==> src/rtl/kab_int_controller_if.sv <==
// Bus bundle between the Kabeta interrupt controller and its surroundings:
// the external request pins, the mask write port and the CPU assert/ack/EOI handshake.
interface kab_int_controller_if;
   logic [7:0] int_req;
   logic       urgent_req;
   logic       mask_we;
   logic [7:0] mask_data;
   logic [7:0] int_mask;
   logic [8:0] pending;
   logic       irq;
   logic [3:0] int_id;
   logic       int_ack;
   logic       int_eoi;

   modport master (
      output int_req, urgent_req, mask_we, mask_data, int_ack, int_eoi,
      input  int_mask, pending, irq, int_id
   );

   modport slave (
      input  int_req, urgent_req, mask_we, mask_data, int_ack, int_eoi,
      output int_mask, pending, irq, int_id
   );
endinterface

==> src/rtl/kab_int_controller.sv <==
// Kabeta interrupt controller: synchronises 8 maskable + 1 urgent request, latches edges, serves one at a time.
// Optional macro KAB_INTC_ROUND_ROBIN_EN selects rotating priority among the maskable sources.
//
// state     | meaning
// ----------+--------------------------------------------------
// S_IDLE    | nothing presented; arbitrate eligible pending bits
// S_REQ     | irq high, int_id presented, waiting for int_ack
// S_SERVICE | acknowledged, int_id held, waiting for int_eoi
module kab_int_controller #(
   parameter int NUM_SRC     = 8,
   parameter int SYNC_STAGES = 2
) (
   input logic              clk,
   input logic              rst_n,
   kab_int_controller_if.slave bus
);

   typedef enum logic [1:0] {
      S_IDLE    = 2'd0,
      S_REQ     = 2'd1,
      S_SERVICE = 2'd2
   } state_t;

   logic [NUM_SRC:0]   sync_q [SYNC_STAGES];
   logic [NUM_SRC:0]   prev_q;
   logic [NUM_SRC:0]   edge_det;
   logic [NUM_SRC-1:0] mask_q;
   logic [NUM_SRC:0]   pend_q, pend_d, pend_clr;
   logic [NUM_SRC:0]   cand;
   state_t             state_q, state_d;
   logic               irq_q, irq_d;
   logic [3:0]         id_q, id_d;
   logic               win_vld;
   logic [3:0]         win_id;
`ifdef KAB_INTC_ROUND_ROBIN_EN
   logic [2:0]         ptr_q, ptr_d;
   logic [2:0]         idx;
`endif

   // Bit NUM_SRC carries the urgent line alongside the maskable ones.
   always_ff @(posedge clk or negedge rst_n) begin
      if (!rst_n) begin
         for (int s = 0; s < SYNC_STAGES; s++) sync_q[s] <= '0;
         prev_q <= '0;
      end else begin
         sync_q[0] <= {bus.urgent_req, bus.int_req};
         for (int s = 1; s < SYNC_STAGES; s++) sync_q[s] <= sync_q[s-1];
         prev_q <= sync_q[SYNC_STAGES-1];
      end
   end

   assign edge_det = sync_q[SYNC_STAGES-1] & ~prev_q;
   assign pend_d   = (pend_q & ~pend_clr) | edge_det;
   assign cand     = {pend_q[NUM_SRC], pend_q[NUM_SRC-1:0] & mask_q};

   always_comb begin
      win_vld = 1'b0;
      win_id  = '0;
`ifdef KAB_INTC_ROUND_ROBIN_EN
      idx     = '0;
`endif
      if (cand[NUM_SRC]) begin
         win_vld = 1'b1;
         win_id  = 4'd8;
      end else begin
         for (int i = 0; i < NUM_SRC; i++) begin
`ifdef KAB_INTC_ROUND_ROBIN_EN
            idx = ptr_q + 3'(i);
            if (!win_vld && cand[idx]) begin
               win_vld = 1'b1;
               win_id  = {1'b0, idx};
            end
`else
            if (!win_vld && cand[i]) begin
               win_vld = 1'b1;
               win_id  = 4'(i);
            end
`endif
         end
      end
   end

   always_comb begin
      state_d  = state_q;
      irq_d    = irq_q;
      id_d     = id_q;
      pend_clr = '0;
`ifdef KAB_INTC_ROUND_ROBIN_EN
      ptr_d    = ptr_q;
`endif
      case (state_q)
         S_IDLE: begin
            if (win_vld) begin
               id_d    = win_id;
               irq_d   = 1'b1;
               state_d = S_REQ;
            end
         end
         S_REQ: begin
            // A simultaneous EOI is dropped; the ack alone moves us on.
            if (bus.int_ack) begin
               pend_clr[id_q] = 1'b1;
               irq_d          = 1'b0;
               state_d        = S_SERVICE;
`ifdef KAB_INTC_ROUND_ROBIN_EN
               if (!id_q[3]) ptr_d = id_q[2:0] + 3'd1;
`endif
            end
         end
         S_SERVICE: begin
            if (bus.int_eoi) state_d = S_IDLE;
         end
         default: begin
            state_d = S_IDLE;
            irq_d   = 1'b0;
         end
      endcase
   end

   always_ff @(posedge clk or negedge rst_n) begin
      if (!rst_n) begin
         state_q <= S_IDLE;
         irq_q   <= 1'b0;
         id_q    <= '0;
         pend_q  <= '0;
         mask_q  <= '0;
`ifdef KAB_INTC_ROUND_ROBIN_EN
         ptr_q   <= '0;
`endif
      end else begin
         state_q <= state_d;
         irq_q   <= irq_d;
         id_q    <= id_d;
         pend_q  <= pend_d;
         if (bus.mask_we) mask_q <= bus.mask_data;
`ifdef KAB_INTC_ROUND_ROBIN_EN
         ptr_q   <= ptr_d;
`endif
      end
   end

   assign bus.int_mask = mask_q;
   assign bus.pending  = pend_q;
   assign bus.irq      = irq_q;
   assign bus.int_id   = id_q;

endmodule
==> src/flat_wrapper.sv <==
// flat-port wrapper written by rule: the top's interface ports become plain ports
module kab_int_controller_flat 
#(
   parameter int NUM_SRC     = 8,
   parameter int SYNC_STAGES = 2
)
  (clk, rst_n, bus_int_req, bus_urgent_req, bus_mask_we, bus_mask_data, bus_int_ack, bus_int_eoi, bus_int_mask, bus_pending, bus_irq, bus_int_id);
  kab_int_controller_if bus_i ();
  input logic clk;
  input logic rst_n;
  input wire logic [$bits(bus_i.int_req)-1:0] bus_int_req;
  input wire logic [$bits(bus_i.urgent_req)-1:0] bus_urgent_req;
  input wire logic [$bits(bus_i.mask_we)-1:0] bus_mask_we;
  input wire logic [$bits(bus_i.mask_data)-1:0] bus_mask_data;
  input wire logic [$bits(bus_i.int_ack)-1:0] bus_int_ack;
  input wire logic [$bits(bus_i.int_eoi)-1:0] bus_int_eoi;
  output wire logic [$bits(bus_i.int_mask)-1:0] bus_int_mask;
  output wire logic [$bits(bus_i.pending)-1:0] bus_pending;
  output wire logic [$bits(bus_i.irq)-1:0] bus_irq;
  output wire logic [$bits(bus_i.int_id)-1:0] bus_int_id;
  assign bus_i.int_req = bus_int_req;
  assign bus_i.urgent_req = bus_urgent_req;
  assign bus_i.mask_we = bus_mask_we;
  assign bus_i.mask_data = bus_mask_data;
  assign bus_i.int_ack = bus_int_ack;
  assign bus_i.int_eoi = bus_int_eoi;
  assign bus_int_mask = bus_i.int_mask;
  assign bus_pending = bus_i.pending;
  assign bus_irq = bus_i.irq;
  assign bus_int_id = bus_i.int_id;
  kab_int_controller #(.NUM_SRC(NUM_SRC), .SYNC_STAGES(SYNC_STAGES)) u_core (.clk(clk), .rst_n(rst_n), .bus(bus_i));
endmodule
==> config.mk <==
export PLATFORM = sky130hd
export DESIGN_NAME = kab_int_controller_flat
export DESIGN_NICKNAME = d
export VERILOG_FILES = /design/src/rtl/kab_int_controller_if.sv /design/src/rtl/kab_int_controller.sv /design/src/flat_wrapper.sv
export SDC_FILE = /design/constraint.sdc
export NUM_CORES = 1
export LEC_CHECK = 0
export ABC_CLOCK_PERIOD_IN_PS = 3600
export CAP_MARGIN = 20
export CORE_AREA = 2 2 69 84
export DETAILED_ROUTE_END_ITERATION = 10
export DIE_AREA = 0 0 71 86
export HOLD_SLACK_MARGIN = 0.05
export SLEW_MARGIN = 20
export SYNTH_ARGS = -nofsm -noshare
export SYNTH_HDL_FRONTEND = slang
export SYNTH_SLANG_ARGS = --single-unit
==> constraint.sdc <==
create_clock -name clk -period 3.6 [get_ports clk]
set_clock_uncertainty 0.2 [all_clocks]
set_input_delay 0.9 -clock clk [delete_from_list [all_inputs] [get_ports clk]]
set_output_delay 0.9 -clock clk [all_outputs]
set_load 0.02 [all_outputs]
==> results.yml <==
global_route:
  overflow: 0
  grt_pass1_vias: 1146
  grt_max_degree: 52
  antenna_found_initial: 0
  met1_usage_pct: 16.1
  grt_pass1_wl_um: 5790
  grt_util_met3_pct: 3.64
  grt.busiest_layer: "met2"
  grt.met2_usage_pct: 19.0
  grt_usage_pct: 12.4
detailed_routing:
  detail-route-antenna-nets: 0
  vias: 1180
  wl_per_cell_um: 14.4
  drtIter0Drc: 111
  vias_per_cell: 4.88
  routed_wl_um: 3480
  drcViolationCount: 0
  drt-pass1-iter-count: 5
worst_setup_path:
  cp_num_buf_inv: 1
  cp.arrival_ns: 1.42
  cp_max_fo: 5
  slowest_delay_ns: 0.65
  cp.required_ns: 2.50
  worstSetupEndpointType: "output pin"
  path_cells: "clkdlybuf4s50_1"
  criticalPathCategory: "reg -> out"
  critPathSlowestCell: "clkdlybuf4s50_1"
  cp_top_family: "buffers and inverters"
  start_kind: "flip-flop"
logic_synthesis:
  synthArstFlopShare_pct: 100
  synth_flop_cell: "dfrtp_1"
  synth_area_leaders: "dfrtp_1 72%, mux2_2 5.1%, o21ai_1 3.9%, inv_1 2.1%, nand2_1 2.1%"
  yosys.area_share.simple_pct: 6.83
  netlist_area_um2: 1780
  ys_types: 27
  synth-edff-count: 0
  synth_adder_area_share_pct: 0
  ys_seq_area_share_pct: 71.8
  synth-xor-area-share_pct: 0
  synth_warnings: 0
  synth_common_cells: "51 x dfrtp_1, 14 x o21ai_1, 10 x inv_1, 10 x nand2_1, 8 x mux2_2"
  synth_top_area_share_pct: 71.8
  synth_top_area_cell: "dfrtp_1"
  synth_top_family_by_area: "compound AO/OA/AOI/OAI gates"
  synth_cells: 131
  ys_seq_elements: 51
  synth_fp_nets: 153
  synth.most_common_cell: "dfrtp_1"
  synth_compound_area_share_pct: 12.7
  synth_mux_area_share_pct: 5.92
  syn_avg_cell_area_um2: 13.6
run_status:
  status: "finished, final reports clean"
floorplan:
  initial_core_util_pct: 33.8
  dieArea_um2: 6110
  ios: 44
  die_h_um: 86
  core_area_um2: 5260
  dieWidth_um: 71
  rows: 29
timing:
  hold_viol: 0
  slew_violations: 0
  rsz0062_at_grt: "no"
  hold_slack_ns: 0.153
  worst_pin_slew_ns: 0.610
  timing.slew.headroom_pct: 59.3
  fin_setup_tns_ns: 0
  min_period_over_period_pct: 69.9
  setup_viol: 0
  period_needed_ns: 2.52
  layout_setup_ws_ns: 1.08
  max_freq_mhz: 398
layout:
  fin_nets: 201
  drive_gt1_share_pct: 10.6
  area_growth_pct: 33.4
  stdcell_count: 242
  num_antenna_cells: 0
placed_design:
  place_inst: 234
  globalplace.congestion: 0.843
  io_buffers: 43
  hpwl_um: 2550
  place_ws_ns: 1.01
min_path:
  hold_path_class: "reg -> reg"
cts:
  cts_resized: 0
  ctsHtreeMaxLevel: 2
  clk_pin_slew_worst_paths_ns: 0.09
  cts_tree: "done"
  clockBufferDepth: 2
  root_buffer: "clkbuf_8"
  cts.sinks: 51
  clock_latency_ns: 0.30
  numCtsBuffers: 5
  post_cts_buffers: 0
  ctsHoldBuffers: 0
power_and_ir_drop:
  p_per_area_nw_per_um2: 595
  peakVddDrop_uv: 267
  power_leakage_nw: 0.982
run:
  max_cap_violations: 0
## worst register-to-register path: cells and delay by family (launching register included)
kind / cells / cell delay, ns
compound gates: 2 / 0.88
flops: 1 / 0.43
mux: 1 / 0.36
## metrics by stage
step / util (%) / area (um^2) / total power [mW]
detailed placement: 43.1 / 2270 / 1.08
floorplan: - / 1780 / 0.913
global placement: 43.1 / 2270 / 1.07
finish: 45.0 / 2370 / 1.41
CTS: 45.0 / 2370 / 1.43
global route: 45.0 / 2370 / 1.49
## kinds of logic after synthesis
logic type / after synthesis
flip-flops: 51
AO/OA/AOI/OAI: 35
AND/OR/NAND/NOR: 24
buffers and inverters: 12
multiplexers: 9
## where the power goes
part | leakage, nW | switching (mW) | internal (mW)
Clock | 0.0474 | 0.183 | 0.157
Combinational | 0.365 | 0.169 | 0.172
Sequential | 0.569 | 0.0839 | 0.644
## final timing paths
check	endpoint	slack, ns	cells past startpoint	startpoint
min	u_core.sync_q[3]	0.15	0	u_core.sync_q[12]
max	bus_pending[8]	1.08	1	u_core.bus.pending[8]
min reg2reg	u_core.sync_q[3]	0.15	0	u_core.sync_q[12]
max reg2reg	u_core.bus.int_id[3]	1.63	3	u_core.bus.int_mask[2]
min in group asynchronous	u_core.bus.pending[5]	0.41	1	rst_n
max in group asynchronous	u_core.bus.int_mask[6]	2.38	1	rst_n
## sequential cells by signal (all words and copies together) (netlist names)
name / cells
u_core.sync_q: 18
u_core.bus.pending: 9
u_core.prev_q: 9
u_core.bus.int_mask: 8
u_core.bus.int_id: 4
u_core.state_q: 2
u_core.bus.irq: 1
## layout make-up
class	instances	area, um^2
flip-flops and latches	51	1280
well taps	62	77.6
clock inverters	2	16.3
fillers	467	2890
multi-input cells	68	452
repair buffers	43	428
clock buffers	6	82.6
inverters	10	37.5
## layer usage
layer / routed length (um) / up-vias / part of all wire [%]
met3: 199 / 10 / 5.7
met4: 87 / 0 / 2.5
li1: - / 554 / -
met1: 1480 / 564 / 42
met5: 0 / - / 0
met2: 1720 / 52 / 49
## layout by cell type (no fill, tap or decap), drive strengths merged
cell type      instances
dfrtp                 51
clkdlybuf4s50         42
o21ai                 18
inv                   10
nand2                 10
mux2                   9
clkbuf                 6
nand2b                 4
a21oi                  4
nor2                   3
or2                    2
or3                    2
o31ai                  2
a222oi                 2
a31oi                  2
nand3b                 1
a22oi                  1
a221oi                 1
a22o                   1
a32oi                  1
nand4                  1
a221o                  1
nand4b                 1
o311a                  1
a21o                   1
clkinvlp               1
clkinv                 1
buf                    1
No activity file was read; power rests on OpenSTA's default activity.
